**src/rtl/inverse_cdf_fold_lanes.sv**
```systemverilog
// Multi-lane fold front end of the inverse-normal-CDF pipeline.
// Each unsigned fixed-point sample u is folded into x in (0, HALF] with a
// negate flag (upper half of the distribution), a tail-region flag and a
// clamp flag (u outside (0, ONE) forced to one LSB). A two-entry skid buffer
// keeps full throughput while ready_out comes straight from a flop.
module inverse_cdf_fold_lanes #(
   parameter int          WIDTH     = 32,
   parameter int          QFRAC     = 16,
   parameter int          LANES     = 4,
   parameter int unsigned P_LOW     = 32'h0000_063A,
   parameter int          CNT_WIDTH = 16
) (
   input  logic                     clk,
   input  logic                     rst,
   input  logic                     valid_in,
   output logic                     ready_out,
   input  logic [LANES*WIDTH-1:0]   u,
   output logic                     valid_out,
   input  logic                     ready_in,
   output logic [LANES*WIDTH-1:0]   x,
   output logic [LANES-1:0]         negate,
   output logic [LANES-1:0]         tail,
   output logic [LANES-1:0]         clamp,
   output logic [CNT_WIDTH-1:0]     clamp_cnt
);

   localparam logic [WIDTH-1:0] ONE    = WIDTH'(1) << QFRAC;
   localparam logic [WIDTH-1:0] HALF   = WIDTH'(1) << (QFRAC - 1);
   localparam logic [WIDTH-1:0] PLOW_W = WIDTH'(P_LOW);

   // Number of set bits in a lane flag vector, widened to the counter width.
   function automatic logic [CNT_WIDTH-1:0] popcount(input logic [LANES-1:0] v);
      logic [CNT_WIDTH-1:0] n;
      n = '0;
      for (int i = 0; i < LANES; i++) begin
         n = n + CNT_WIDTH'(v[i]);
      end
      return n;
   endfunction

   // Add that pins at all-ones instead of wrapping.
   function automatic logic [CNT_WIDTH-1:0] sat_add(input logic [CNT_WIDTH-1:0] a,
                                                    input logic [CNT_WIDTH-1:0] b);
      logic [CNT_WIDTH:0] s;
      s = {1'b0, a} + {1'b0, b};
      return s[CNT_WIDTH] ? {CNT_WIDTH{1'b1}} : s[CNT_WIDTH-1:0];
   endfunction

   // Fold result of the vector currently on the input port.
   logic [LANES*WIDTH-1:0] fx;
   logic [LANES-1:0]       fneg, ftail, fclamp;

   // Main (output) entry and skid entry of the buffer.
   logic                   vld_q, vld_d;
   logic [LANES*WIDTH-1:0] x_q, x_d;
   logic [LANES-1:0]       neg_q, neg_d, tail_q, tail_d, clamp_q, clamp_d;
   logic                   skid_vld_q, skid_vld_d;
   logic [LANES*WIDTH-1:0] skid_x_q, skid_x_d;
   logic [LANES-1:0]       skid_neg_q, skid_neg_d, skid_tail_q, skid_tail_d;
   logic [LANES-1:0]       skid_clamp_q, skid_clamp_d;
   logic [CNT_WIDTH-1:0]   cnt_q, cnt_d;

   logic accept, consume;

   assign ready_out = ~skid_vld_q;
   assign accept    = valid_in & ready_out;
   assign consume   = vld_q & ready_in;

   assign valid_out = vld_q;
   assign x         = x_q;
   assign negate    = neg_q;
   assign tail      = tail_q;
   assign clamp     = clamp_q;
   assign clamp_cnt = cnt_q;

   // Per-lane fold: mirror the upper half onto (0, HALF], clamp out-of-range inputs.
   always_comb begin
      logic [WIDTH-1:0] lane_u;
      logic [WIDTH-1:0] lane_x;
      fx     = '0;
      fneg   = '0;
      ftail  = '0;
      fclamp = '0;
      for (int i = 0; i < LANES; i++) begin
         lane_u = u[i*WIDTH +: WIDTH];
         lane_x = lane_u;
         if (lane_u == '0) begin
            lane_x    = WIDTH'(1);
            fclamp[i] = 1'b1;
         end else if (lane_u < HALF) begin
            lane_x = lane_u;
         end else if (lane_u < ONE) begin
            lane_x  = ONE - lane_u;
            fneg[i] = 1'b1;
         end else begin
            lane_x    = WIDTH'(1);
            fneg[i]   = 1'b1;
            fclamp[i] = 1'b1;
         end
         fx[i*WIDTH +: WIDTH] = lane_x;
         ftail[i]             = (lane_x < PLOW_W);
      end
   end

   // Skid-buffer next state: fill main when it frees up, park in skid on stall.
   always_comb begin
      vld_d        = vld_q;
      x_d          = x_q;
      neg_d        = neg_q;
      tail_d       = tail_q;
      clamp_d      = clamp_q;
      skid_vld_d   = skid_vld_q;
      skid_x_d     = skid_x_q;
      skid_neg_d   = skid_neg_q;
      skid_tail_d  = skid_tail_q;
      skid_clamp_d = skid_clamp_q;
      cnt_d        = cnt_q;

      if (skid_vld_q) begin
         // No acceptance possible while skid is full; drain it into main.
         if (consume) begin
            x_d        = skid_x_q;
            neg_d      = skid_neg_q;
            tail_d     = skid_tail_q;
            clamp_d    = skid_clamp_q;
            vld_d      = 1'b1;
            skid_vld_d = 1'b0;
         end
      end else if (accept) begin
         if (!vld_q || ready_in) begin
            x_d     = fx;
            neg_d   = fneg;
            tail_d  = ftail;
            clamp_d = fclamp;
            vld_d   = 1'b1;
         end else begin
            skid_x_d     = fx;
            skid_neg_d   = fneg;
            skid_tail_d  = ftail;
            skid_clamp_d = fclamp;
            skid_vld_d   = 1'b1;
         end
      end else if (consume) begin
         vld_d = 1'b0;
      end

      if (accept) begin
         cnt_d = sat_add(cnt_q, popcount(fclamp));
      end
   end

   // State registers; reset empties both entries and clears the counter.
   always_ff @(posedge clk or posedge rst) begin
      if (rst) begin
         vld_q        <= 1'b0;
         x_q          <= '0;
         neg_q        <= '0;
         tail_q       <= '0;
         clamp_q      <= '0;
         skid_vld_q   <= 1'b0;
         skid_x_q     <= '0;
         skid_neg_q   <= '0;
         skid_tail_q  <= '0;
         skid_clamp_q <= '0;
         cnt_q        <= '0;
      end else begin
         vld_q        <= vld_d;
         x_q          <= x_d;
         neg_q        <= neg_d;
         tail_q       <= tail_d;
         clamp_q      <= clamp_d;
         skid_vld_q   <= skid_vld_d;
         skid_x_q     <= skid_x_d;
         skid_neg_q   <= skid_neg_d;
         skid_tail_q  <= skid_tail_d;
         skid_clamp_q <= skid_clamp_d;
         cnt_q        <= cnt_d;
      end
   end

   // Upstream must hold a stalled vector; this block must hold a stalled output.
   a_in_hold: assert property (@(posedge clk) disable iff (rst)
      valid_in && !ready_out |=> $stable(u) && valid_in);
   a_out_hold: assert property (@(posedge clk) disable iff (rst)
      valid_out && !ready_in |=> $stable({x, negate, tail, clamp}));

endmodule

```
**config.mk**
```make
export PLATFORM = sky130hd
export DESIGN_NAME = inverse_cdf_fold_lanes
export DESIGN_NICKNAME = d
export VERILOG_FILES = /design/src/rtl/inverse_cdf_fold_lanes.sv
export SDC_FILE = /design/constraint.sdc
export NUM_CORES = 1
export LEC_CHECK = 0
export CAP_MARGIN = 10
export CORE_MARGIN = 2
export CORE_UTILIZATION = 46
export CTS_CLUSTER_SIZE = 40
export DETAILED_ROUTE_END_ITERATION = 10
export GPL_TIMING_DRIVEN = 1
export PLACE_DENSITY = 0.76
export SYNTH_ARGS = -nofsm -noshare
export SYNTH_HDL_FRONTEND = slang
export SYNTH_SLANG_ARGS = --single-unit
```
**constraint.sdc**
```tcl
create_clock -name clk -period 37.3 [get_ports clk]
set_input_delay 11.19 -clock clk [delete_from_list [all_inputs] [get_ports clk]]
set_output_delay 11.19 -clock clk [all_outputs]
set_load 0.03 [all_outputs]
```
==> metrics.cfg <==
[setup_path]
critPathMaxStageDelay_ps=910
required_ps=37760
start_kind=input pin
worstSetupEndpointType=flop
path_buf_inv=3
path_common_cell=fa_1
crit_family=simple AND/OR/NAND/NOR gates
crit_fanout=28
path_class=in2reg
worst_path_max_delay_cell=clkdlybuf4s50_1
path_cells=clkdlybuf4s50_1, or4_1, or4_1, nand2_1, inv_1, fa_1, fa_1, inv_1, fa_1, nand4_1, nor3_1, nand2b_1, o21ai_0
arrival_ps=16220

[final_layout]
area_growth_pct=27.8
fin_nets=1926
fillCellCount=2640
regArea_um2=7460
antenna_cells=0
multi_input_area_um2=6370
fin_util=0.598
post-route-cell-area_um2=18300
fin_cells=2203
layout-drive-gt1-share=0.0487

[drt]
drt_iter0_markers=741
wl_per_cell_um=16.3
wirelength_mm=35.8
viasPerCell=5.42
drc=0
dr.pass1.iters=5
final_antenna_net_count=0
vias=11900

[logic_synthesis]
yosysMostFrequentCell=nand2_1
synth_warnings=0
synth-xor-area-share=0.0372
synth_nets=1712
ys.flop_type=dfrtp_1
synth-adder-area-share=0.00854
synth_top_cell_area_share=0.519
synth_simple_gate_area_frac=0.235
synthArstFlopShare=1.00
synth_area_um2=14400
synth_mux_area_frac=0.00802
synth_compound_area_frac=0.154
ys_ff_latch=298
netlist_instances=1572
synth_edf_count=0
synth_top_family_by_area=simple AND/OR/NAND/NOR gates
synth_area_leaders=dfrtp_1 52%, nand2_1 9.0%, o21ai_0 4.4%
synth_top_cell_by_area=dfrtp_1
syn_avg_cell_area_um2=9.13
ys_seq_area_frac=0.519
synth_commonest_cells=343 x nand2_1, 298 x dfrtp_1, 125 x o21ai_0
synthDistinctLibCells=81

[global_routing]
grt_overflow=0
grt_pass1_wl_mm=59.8
gr-usage-all-layers=0.217
grt_pass1_vias=11600
antenna_found_initial=0
grt_start_max_net_pins=154

[clock_tree]
cts_buffer_depth=3
clkTransAtPathRegs_ps=60
clock-sinks=298
htreeDepth=1
cts-root-buf=clkbuf_16
cts_tree=built
cts_made_buffers=31
post-cts-setup-buffers=0
cts.repair.resized=0
clk_latency_ps=540
postCtsHoldBufs=0

[pwr]
powerDensity_nw_per_um2=54.5
p_total_mw=1.00
vdd_ir_drop_max_uv=45.5
p_leak_nw=7.93

[timing]
drv_slew=0
relSlewSlack=0.269
finalHoldViolCount=0
setup_viol=0
rsz0062_at_grt=false
setup_slack_ps=21540
fmax_mhz=63.5
worst_pin_slew_ps=1100
setup_tns_ps=0
timing.hold.ws_ps=462
min_period_ps=15760
finClkSkew_ps=8.88
min_period_over_period=0.422

[floorplanning]
core_um2=30700
die_area_um2=32600
die_w_um=181
fp-row-count=64
die_h_um=181
num_io_pins=290
start_util=0.468

[place]
place_hpwl_mm=24.4
pre_cts_ws_ps=21000
dp_cells=2149
post_dp_cell_area_um2=17400
portBuffers=289
globalplace.congestion=0.891

[min_path]
hp-class=reg2reg

[flow_run]
drv_cap=0

[status]
outcome=finished clean

## layer usage
| metal | share of wire | GRT usage | vias to the layer above | wire length, µm |
|---|---|---|---|---|
| li1 | - | - | 5887 | - |
| met1 | 0.47 | 0.320 | 5669 | 16900 |
| met2 | 0.45 | 0.334 | 350 | 16100 |
| met3 | 0.062 | 0.0398 | 43 | 2220 |
| met4 | 0.017 | 0.0468 | 0 | 613 |
| met5 | 0 | 0 | - | 0 |
## cell type report
type	count	area share
sequential	298	0.407
multi-input combinational	1136	0.347
timing repair buffer	296	0.161
clock buffer	44	0.0477
tap	396	0.0270
clock inverter	10	0.00593
inverter	23	0.00511
## worst register-to-register path, cell delays in order, from the launching register on
cell	delay [ps]
dfrtp_4	680
nor2b_1	690
a21o_1	210
and2_4	320
buf_4	790
o311ai_0	410
o21a_1	190
## registers in the layout, indices dropped and copies added (netlist names)
name	flops
clamp	4
clamp_cnt	16
negate	4
skid_clamp_q	4
skid_neg_q	4
skid_tail_q	4
skid_vld_q	1
skid_x_q	128
tail	4
valid_out	1
x	128
## layout by cell type (no fill, tap or decap), types with 11 or more instances in the layout
cell type	netlist	routed
nand2_1	343	342
or4_1	12	12
nand4_1	14	14
a21oi_1	64	64
o211ai_1	17	17
inv_1	19	18
dfrtp_1	298	297
o31ai_1	26	26
clkdlybuf4s50_1	0	289
o21a_1	23	23
clkbuf_16	0	31
and2_1	70	69
nor3_1	17	17
nor2_1	83	83
xor2_1	21	21
o41ai_1	12	12
nand2b_1	15	14
a31oi_1	11	11
nor4_1	22	22
nand3_1	80	80
xnor2_1	40	40
o21ai_0	125	125
## report_power, final
group	leakage [nW]	internal [mW]	switching (mW)	total, mW
clock	0.480	0.176	0.123	0.299
sequential	4.02	0.359	0.0307	0.390
combinational	3.43	0.103	0.208	0.311
total	7.93	0.638	0.362	1.00
## cell families (layout without fill, tap and decap cells)
group / Yosys count / in the layout
mux: 11 / 11
buf+inv: 138 / 373
fa+ha+maj: 8 / 8
xor+xnor: 61 / 61
simple gates: 713 / 713
flops: 298 / 298
compound gates: 343 / 343
## worst paths after layout
kind	from	endpoint	slack, ps	depth (start not counted)
setup / recovery	u[79]	clamp_cnt[7]	21540	13
hold / removal	x[26]	x[26]	460	2
setup reg to reg	skid_vld_q	x[72]	33890	6
hold reg to reg	x[26]	x[26]	460	2
max in group asynchronous	rst	skid_x_q[63]	24380	3
min in group asynchronous	rst	x[60]	11320	2
Power figures use the tool's default switching activity.
==> RTL edit (same flow settings) <==
`WIDTH`: 32 -> 40.
--- a/src/rtl/inverse_cdf_fold_lanes.sv
+++ b/src/rtl/inverse_cdf_fold_lanes.sv
@@ -5,5 +5,5 @@
 // keeps full throughput while ready_out comes straight from a flop.
 module inverse_cdf_fold_lanes #(
-   parameter int          WIDTH     = 32,
+   parameter int          WIDTH     = 40,
    parameter int          QFRAC     = 16,
    parameter int          LANES     = 4,
Interface: changed (resized u and x); port bits go from 290 to 354. The function was not compared with the original's and may differ.
==> RTL edit against the unedited design <==
Cell area is 18% higher; sequential cell count is 64 higher; core utilization is 1.2 points higher; routed wire length is 20% higher; combinational power is 8.7% higher; synthesized area is 15% higher; power is 20% higher; worst setup slack better by 0.20 ns; hold slack better by 0.0035 ns.
==> RTL edit: results (changes against the unedited design) <==
yosys:
  ys_top_cells_by_count: "408 x nand2_1, 362 x dfrtp_1, 130 x o21ai_0"
  synthFlopType: "dfrtp_1"
  synth_cell_type_count: 76  # -6.2%
  postSynth.asyncResetShare_pct: 100.0  # unchanged
  synth_fp_nets: 1940  # +13%
  yosysSeqAreaShare_pct: 54.72  # +2.8 points
  ys_top_cells_by_area: "dfrtp_1 55%, nand2_1 9.3%, o21ai_0 3.9%"
cts:
  cts_setup_buffers: 0  # unchanged
  post_cts_resize_count: 0  # unchanged
  cts_buffer_depth: 3  # unchanged
  clk_pin_slew_worst_paths_ns: 0.06  # about the same
  htreeDepth: 2  # +1
  cts_inserted_buffers: 40  # +29%
layout:
  fill_cells: 2998  # +14%
  insertedDiodeCount: 0  # unchanged
  layout.nets: 2224  # +15%
  drive_gt1_share_pct: 5.518  # +0.65 points
hold_path:
  min_path_type: "reg2reg"
worst_setup_path:
  slowest_delay_ns: 0.61  # -0.30 ns
  critical_path.slowest_cell: "nor4b_1"
  arrival_ns: 16.00  # -0.22 ns
  worstPathMaxFanout: 13  # -54%
global_routing:
  grt_max_degree: 129  # -16%
  met1_usage_pct: 30.94  # -1.1 points
  antenna_found_initial: 0  # unchanged
  grtUsageTotal_pct: 22.63  # +0.94 points
  grt_pass1_vias: 13480  # +16%
  grtUsageMet2_pct: 35.85  # +2.4 points
  gr-max-usage-layer: "met2"
  grt_pass1_wl_mm: 70.29  # +18%
  use_met3_pct: 6.053  # +2.1 points
sta:
  slew-limit-headroom_pct: 23.27  # -3.6 points
  fin_skew_ns: 0.01679  # +0.007909 ns
  drv_slew: 0  # unchanged
drt:
  drt-initial-drc-count: 824  # +11%
  num_vias: 13760  # +15%
  dr.pass1.iters: 5  # unchanged
  wire_per_inst_um: 16.89  # +3.9%
placed_design:
  hpwlAfterDp_mm: 29.16  # +19%
  port_buffers: 353  # +22%
  gp_congestion: 0.8852  # -0.60%
power_and_ir_drop:
  p_leak_nw: 9.621  # +21%
  ir_drop_uv: 72.71  # +60%
  power.internal_mw: 0.7836  # +23%
status:
  outcome: "finished clean"
RTL edit: cell families (layout without fill, tap and decap cells):
| group | Yosys count | in the layout | synth area share [%] |
|---|---|---|---|
| xor gates and xnor gates | 59 | 59 | 3.121 |
| buffers and inverters | 147 | 463 | 3.650 |
| muxes | 13 | 13 | 0.8390 |
| DFF | 362 | 362 | 54.72 |
| and+or+nand+nor | 841 | 841 | 24.19 |
| AOI/OAI and AO/OA | 338 | 338 | 12.74 |
| adders and majority gates | 8 | 8 | 0.7407 |
RTL edit: through the flow:
step	total power, mW	cell area [um2]	setup slack [ns]	hold slack, ns	instances
floorplan	0.6802	16550	16.06	0.4403	1768
detailed placement	0.8093	20260	21.17	0.4554	2471
CTS	1.219	21640	21.76	0.4688	2545
finish	1.205	21640	21.74	0.4650	2545
global route	1.266	21640	21.28	0.4909	2545
global placement	0.8047	20260	21.40	0.4482	2471
RTL edit: layer usage:
| metal | routed length, um | part of all wire (%) | up-vias |
|---|---|---|---|
| met4 | 886 | 2.1 | 0 |
| li1 | - | - | 6616 |
| met3 | 3265 | 7.6 | 68 |
| met1 | 18880 | 44 | 6638 |
| met5 | 0 | 0 | - |
| met2 | 19960 | 46 | 442 |
RTL edit: worst max-delay path, delay by kind of cell:
kind	cells	cell delay, ns
AO/OA/AOI/OAI	2	0.68
adder cells (fa/ha/maj)	4	1.29
buffers and inverters	4	0.83
AND/OR/NAND/NOR	6	1.98
RTL edit: power groups by stage:
stage | sequential [mW] | clock (mW) | combinational (mW)
finish | 0.462 | 0.405 | 0.338
global route | 0.467 | 0.430 | 0.369
global placement | 0.467 | 0 | 0.338
floorplan | 0.506 | 0 | 0.174
detailed placement | 0.468 | 0 | 0.341
CTS | 0.462 | 0.414 | 0.343
RTL edit: area by class of cell:
| class | instances | share of cell area [%] |
|---|---|---|
| well taps | 461 | 2.665 |
| repair buffers | 363 | 16.67 |
| flip-flops and latches | 362 | 41.87 |
| clock inverters | 17 | 0.9133 |
| multi-input cells | 1259 | 31.92 |
| inverters | 26 | 0.4856 |
| clock buffers | 57 | 5.474 |
RTL edit: final timing paths:
kind                            slack (ns)        from  cells past startpoint            to
worst max-delay path                 21.74       u[81]                     16  clamp_cnt[2]
worst min-delay path                  0.46      x[136]                      2        x[136]
worst max register to register       33.60  skid_vld_q                      6        x[120]
worst min register to register        0.46      x[136]                      2        x[136]
max in group asynchronous            23.54         rst                      4   skid_x_q[0]
min in group asynchronous            11.17         rst                      2         x[70]
